`config.mk`:
```
export PLATFORM = sky130hd
export DESIGN_NAME = grf_wb_arbiter
export DESIGN_NICKNAME = d
export VERILOG_FILES = /design/src/rtl/grf_wb_arbiter.sv
export SDC_FILE = /design/constraint.sdc
export NUM_CORES = 1
export LEC_CHECK = 0
export CAP_MARGIN = 10
export CORE_UTILIZATION = 50
export CTS_BUF_LIST = sky130_fd_sc_hd__clkbuf_16
export DETAILED_ROUTE_END_ITERATION = 12
export PLACE_DENSITY = 0.81
export SLEW_MARGIN = 40
export SYNTH_ARGS = -nofsm -noshare
export SYNTH_HDL_FRONTEND = slang
export SYNTH_SLANG_ARGS = --single-unit
```
`constraint.sdc`:
```
create_clock -name clk -period 3.9 [get_ports clk]
set_clock_uncertainty 0.15 [all_clocks]
set_input_delay 0.585 -clock clk [delete_from_list [all_inputs] [get_ports clk]]
set_output_delay 0.585 -clock clk [all_outputs]
set_load 0.02 [all_outputs]
```
`src/rtl/grf_wb_arbiter.sv`:
```
// Shares the single GRF write port between the W-stage pipeline and a queued late-return source.
// Optional WB_TRACE_EN prints each committed register write (simulation only).
module grf_wb_arbiter #(
    parameter int DEPTH      = 2,
    parameter int STARVE_MAX = 4
) (
    input  logic        clk,
    input  logic        reset,
    input  logic        p_we,
    input  logic [4:0]  p_addr,
    input  logic [31:0] p_wd,
    input  logic [31:0] p_pc,
    input  logic        s_valid,
    output logic        s_ready,
    input  logic [4:0]  s_addr,
    input  logic [31:0] s_wd,
    input  logic [31:0] s_pc,
    input  logic [4:0]  q_addr1,
    input  logic [4:0]  q_addr2,
    output logic        q_busy1,
    output logic        q_busy2,
    output logic        stall_req,
    output logic        grf_we,
    output logic [4:0]  grf_addr,
    output logic [31:0] grf_wd,
    output logic [31:0] grf_pc
);

    localparam logic [1:0] LAST_PTR   = 2'(DEPTH - 1);
    localparam logic [2:0] FULL_CNT   = 3'(DEPTH);
    localparam logic [7:0] STARVE_LIM = 8'(STARVE_MAX);

    // Storage is sized for the largest legal DEPTH; slots at or above DEPTH are never addressed.
    logic [4:0]  e_addr [4];
    logic [31:0] e_wd   [4];
    logic [31:0] e_pc   [4];
    logic [3:0]  e_vld;
    logic [3:0]  e_vld_nxt;
    logic [1:0]  rd_ptr;
    logic [1:0]  wr_ptr;
    logic [2:0]  count;
    logic [7:0]  starve_cnt;

    logic empty;
    logic head_vld;
    logic p_req;
    logic grant_pipe;
    logic grant_head;
    logic write_head;
    logic pop;
    logic push;
    logic push_killed;

    function automatic logic [1:0] inc_ptr(input logic [1:0] p);
        return (p == LAST_PTR) ? 2'd0 : p + 2'd1;
    endfunction

    // Secondary handshake: a transfer happens on a rising edge where s_valid && s_ready.
    // s_ready depends only on the registered occupancy, never on a same-cycle pop, and is
    // low while reset is asserted. Transfers to $0 complete but are dropped.
    always_comb begin
        empty       = (count == 3'd0);
        head_vld    = !empty && e_vld[rd_ptr];
        p_req       = p_we && (p_addr != 5'd0);
        stall_req   = (starve_cnt == STARVE_LIM);
        grant_pipe  = p_req && !stall_req;
        grant_head  = !empty && !grant_pipe;
        write_head  = grant_head && head_vld;
        // A killed head is drained even while the pipeline owns the port.
        pop         = !empty && (grant_head || !e_vld[rd_ptr]);
        s_ready     = reset && (count < FULL_CNT);
        push        = s_valid && s_ready && (s_addr != 5'd0);
        push_killed = grant_pipe && (s_addr == p_addr);
    end

    always_comb begin
        e_vld_nxt = e_vld;
        for (int i = 0; i < 4; i++) begin
            if (grant_pipe && (e_addr[i] == p_addr)) e_vld_nxt[i] = 1'b0;
        end
        if (pop) e_vld_nxt[rd_ptr] = 1'b0;
        if (push) e_vld_nxt[wr_ptr] = !push_killed;
    end

    always_comb begin
        q_busy1 = 1'b0;
        q_busy2 = 1'b0;
        for (int i = 0; i < 4; i++) begin
            if (e_vld[i] && (e_addr[i] == q_addr1) && (q_addr1 != 5'd0)) q_busy1 = 1'b1;
            if (e_vld[i] && (e_addr[i] == q_addr2) && (q_addr2 != 5'd0)) q_busy2 = 1'b1;
        end
    end

    always_ff @(posedge clk or negedge reset) begin
        if (!reset) begin
            e_vld      <= 4'd0;
            rd_ptr     <= 2'd0;
            wr_ptr     <= 2'd0;
            count      <= 3'd0;
            starve_cnt <= 8'd0;
        end else begin
            e_vld <= e_vld_nxt;
            if (pop) rd_ptr <= inc_ptr(rd_ptr);
            if (push) wr_ptr <= inc_ptr(wr_ptr);
            case ({push, pop})
                2'b10:   count <= count + 3'd1;
                2'b01:   count <= count - 3'd1;
                default: count <= count;
            endcase
            if (grant_head || empty) starve_cnt <= 8'd0;
            else if (head_vld && (starve_cnt != STARVE_LIM)) starve_cnt <= starve_cnt + 8'd1;
        end
    end

    // Payload needs no reset: validity alone decides whether a slot means anything.
    always_ff @(posedge clk) begin
        if (push) begin
            e_addr[wr_ptr] <= s_addr;
            e_wd[wr_ptr]   <= s_wd;
            e_pc[wr_ptr]   <= s_pc;
        end
    end

    always_ff @(posedge clk or negedge reset) begin
        if (!reset) begin
            grf_we   <= 1'b0;
            grf_addr <= 5'd0;
            grf_wd   <= 32'd0;
            grf_pc   <= 32'd0;
        end else begin
            grf_we <= grant_pipe || write_head;
            if (grant_pipe) begin
                grf_addr <= p_addr;
                grf_wd   <= p_wd;
                grf_pc   <= p_pc;
            end else if (write_head) begin
                grf_addr <= e_addr[rd_ptr];
                grf_wd   <= e_wd[rd_ptr];
                grf_pc   <= e_pc[rd_ptr];
            end
        end
    end

`ifdef WB_TRACE_EN
    always @(posedge clk) begin
        if (reset && grf_we && (grf_addr != 5'd0)) $display("@%h: $%d <= %h", grf_pc, grf_addr, grf_wd);
    end
`else
`endif

endmodule

```
==> results of run 1 <==
==> metal layers <==
metal  share of wire [%]  global-route usage, %  up-vias
li1                    -                      -     4030
met1                  41                   29.6     4469
met2                  50                   37.2      324
met3                 6.9                   4.50       58
met4                 2.2                   6.38        0
met5                   0                      0        -
==> sequential cells by signal, indices dropped and copies added, names as in the netlist <==
register,flops
wr_ptr,2
e_vld,4
e_addr,20
starve_cnt,8
e_wd,128
grf_pc,32
rd_ptr,2
e_pc,128
grf_we,1
count,3
grf_wd,32
grf_addr,5
==> final cells by class <==
cell class,count,area share (%)
Inverter,8,0.184
Multi-Input combinational cell,511,22.2
Timing Repair Buffer,255,13.8
Clock buffer,38,5.00
Antenna cell,1,0.0131
Tap cell,390,2.56
Clock inverter,29,0.940
Sequential cell,365,55.3
==> power groups by stage <==
stage	clock network [mW]	registers, mW	logic, mW
final	3.27	4.83	2.79
after global routing	3.47	4.87	3.00
after CTS	3.34	4.83	2.83
after detailed placement	0	4.91	2.82
after global placement	0	4.89	2.75
after floorplan	0	5.19	1.41
==> Yosys cell counts (2+ instances only) <==
cell	instances	share of area, %
o32ai_1	4	0.23
xor2_1	49	2.8
buf_4	2	0.099
mux4_2	70	10
buf_12	7	0.93
xnor2_1	28	1.6
ha_1	3	0.25
buf_2	5	0.17
nand2_2	60	2.5
mux2i_1	5	0.33
nand3_1	17	0.56
a31oi_1	64	2.6
buf_6	2	0.15
o21a_1	2	0.099
nand3b_1	2	0.099
o21ai_0	5	0.17
or3_1	2	0.083
dfrtp_1	89	15
o31a_1	2	0.12
nor2_1	77	1.9
nand4_1	4	0.17
buf_1	9	0.22
nor4_1	15	0.62
or4_4	2	0.15
or4_1	3	0.15
inv_1	8	0.20
nand2_1	82	2.0
clkbuf_1	36	0.89
edfxtp_1	276	55
==> kinds of logic (layout without fill, tap and decap cells) <==
logic type	after synthesis	in the layout	synth area share [%]
and+or+nand+nor	272	272	8.68
buffers and inverters	69	330	2.65
DFF	365	365	69.5
other	0	1	0
AOI/OAI and AO/OA	82	82	3.50
xor gates and xnor gates	77	77	4.46
muxes	76	76	10.8
adders and majority gates	4	4	0.380
==> stage by stage <==
stage | hold slack (ns) | area, um^2
floorplan | 0.139 | 15100
global placement | 0.353 | 17800
detailed placement | 0.376 | 17900
CTS | 0.387 | 19000
global route | 0.418 | 19000
finish | 0.392 | 19000
==> worst paths after layout <==
kind | from | end | slack, ns | cells after the start
setup / recovery | q_addr1[4] | q_busy1 | 0.54 | 7
max in group asynchronous | reset | rd_ptr[1] | 2.07 | 5
min in group asynchronous | reset | grf_addr[3] | 0.51 | 3
hold / removal | count[2] | count[2] | 0.39 | 1
hold reg to reg | count[2] | count[2] | 0.39 | 1
setup reg to reg | starve_cnt[5] | count[1] | 0.96 | 7
==> results.sh, run 1 <==
export IMPL_dp_hpwl_um=22300
export IMPL_drcViolationCount=0
export IMPL_p_sw_share_pct=27.5
export IMPL_post_drt_wl_per_cell_um=21.1
export IMPL_final_util_pct=64.1
export IMPL_critPathTopFamily="buffers and inverters"
export IMPL_initial_utilization_pct=50.9
export IMPL_syn_area_um2=15100
export IMPL_cts_htree_levels=2
export IMPL_synth_main_ff_cell="edfxtp_1"
export IMPL_n_fill_cell=2073
export IMPL_period_minus_slack_ns=3.36
export IMPL_cts_resized=0
export IMPL_vias=8881
export IMPL_crit_arrival_ns=2.63
export IMPL_cp_required_ns=3.16
export IMPL_setup_viol=0
export IMPL_cts_sinks=365
export IMPL_final_cell_mix="edfxtp_1 (276), clkdlybuf4s50_1 (224), dfrtp_1 (87), nand2_1 (82), nor2_1 (76)"
export IMPL_finalHoldViolCount=0
export IMPL_yosysWarnings=0
export IMPL_pwr_density_cell_nw_per_um2=572
export IMPL_ys_types=44
export IMPL_worstPathCellList="clkdlybuf4s50_1, xor2_1, nor4_1, nand3_1, nand4_1, o21a_1, clkdlybuf4s50_1"
export IMPL_routed_wl_um=33800
export IMPL_track_usage_pct=22.2
export IMPL_core_area_um2=29700
export IMPL_slew_headroom_pct=48.3
export IMPL_ir_drop_uv=489
export IMPL_syn2layout_area_growth_pct=25.8
export IMPL_ant_nets=0
export IMPL_cp_max_fo=5
export IMPL_fp_dieW_um=176
export IMPL_die_y_um=176
export IMPL_overflow=0
export IMPL_status="finished, final reports clean"
export IMPL_grt_setup_unrepaired="no"
export IMPL_drv_cap=0
export IMPL_hold_buffers=1
export IMPL_postCtsSetupRepairBufs=0
export IMPL_setup_slack_ns=0.538
export IMPL_cts_buffers=37
export IMPL_seq_area_um2=10500
export IMPL_drtPass1Iterations=5
export IMPL_hp_class="register to register"
export IMPL_grt_pass1_wl_um=51900
export IMPL_drive_gt1_share_pct=18.2
export IMPL_tns_ns=0
export IMPL_grt_start_max_net_pins=54
export IMPL_vias_per_cell=5.56
export IMPL_async_flop_share_pct=24.4
export IMPL_max_freq_mhz=297
export IMPL_pwr_share_comb_pct=25.6
export IMPL_antenna_found_initial=1
export IMPL_multiInputGateArea_um2=4230
export IMPL_grt_pass1_vias=9178
export IMPL_syn_num_nets=1101
export IMPL_cts_tree="yes"
export IMPL_final_common_cell="edfxtp_1"
export IMPL_crit_top_cell="clkdlybuf4s50_1"
export IMPL_avgSynthCellArea_um2=16.0
export IMPL_min_period_over_period_pct=86.2
export IMPL_dp_cells=1528
export IMPL_clk_latency_ns=0.51
export IMPL_sequentialPowerShare_pct=44.4
export IMPL_final_cells=1597
export IMPL_cts_root_buf="clkbuf_16"
export IMPL_final_max_slew_viol_count=0
export IMPL_p_clk_share_pct=30.0
export IMPL_crit_slowest_cell="clkdlybuf4s50_1"
export IMPL_cp_end_kind="output pin"
export IMPL_switchingPower_mw=3.00
export IMPL_synth_seq_area_share_pct=69.5
export IMPL_cts_clk_slew_worst_paths_ns=0.05
export IMPL_cpPeakStageDelay_ns=0.60
export IMPL_gp_congestion=0.898
export IMPL_max_slew_worst_pin_slew_ns=0.769
export IMPL_num_io_pins=226
export IMPL_placementRows=63
export IMPL_cp_num_buf_inv=2
export IMPL_cts_buffer_depth=3
export IMPL_synthCells=945
export IMPL_portBuffers=225
export IMPL_power_mw=10.9
export IMPL_worstSetupPathType="primary input to output pin"
export IMPL_cell_internal_pwr_mw=7.89
export IMPL_ys_ff_latch=365
export IMPL_p_leak_nw=6.65
export IMPL_preCtsSetupSlack_ns=0.480
export IMPL_drt_initial_drc_count=562
export IMPL_nets=1334
export IMPL_critPathLaunchType="primary input"
export IMPL_die_area_um2=31000
export IMPL_synth_edf_count=276
Power figures use the tool's default switching activity.
==> run 2: changes to the inputs <==
CTS_CLUSTER_DIAMETER = 120   (was unset)
==> results of run 2 <==
The final DEF is identical to that of run 1; final timing and power are the same.
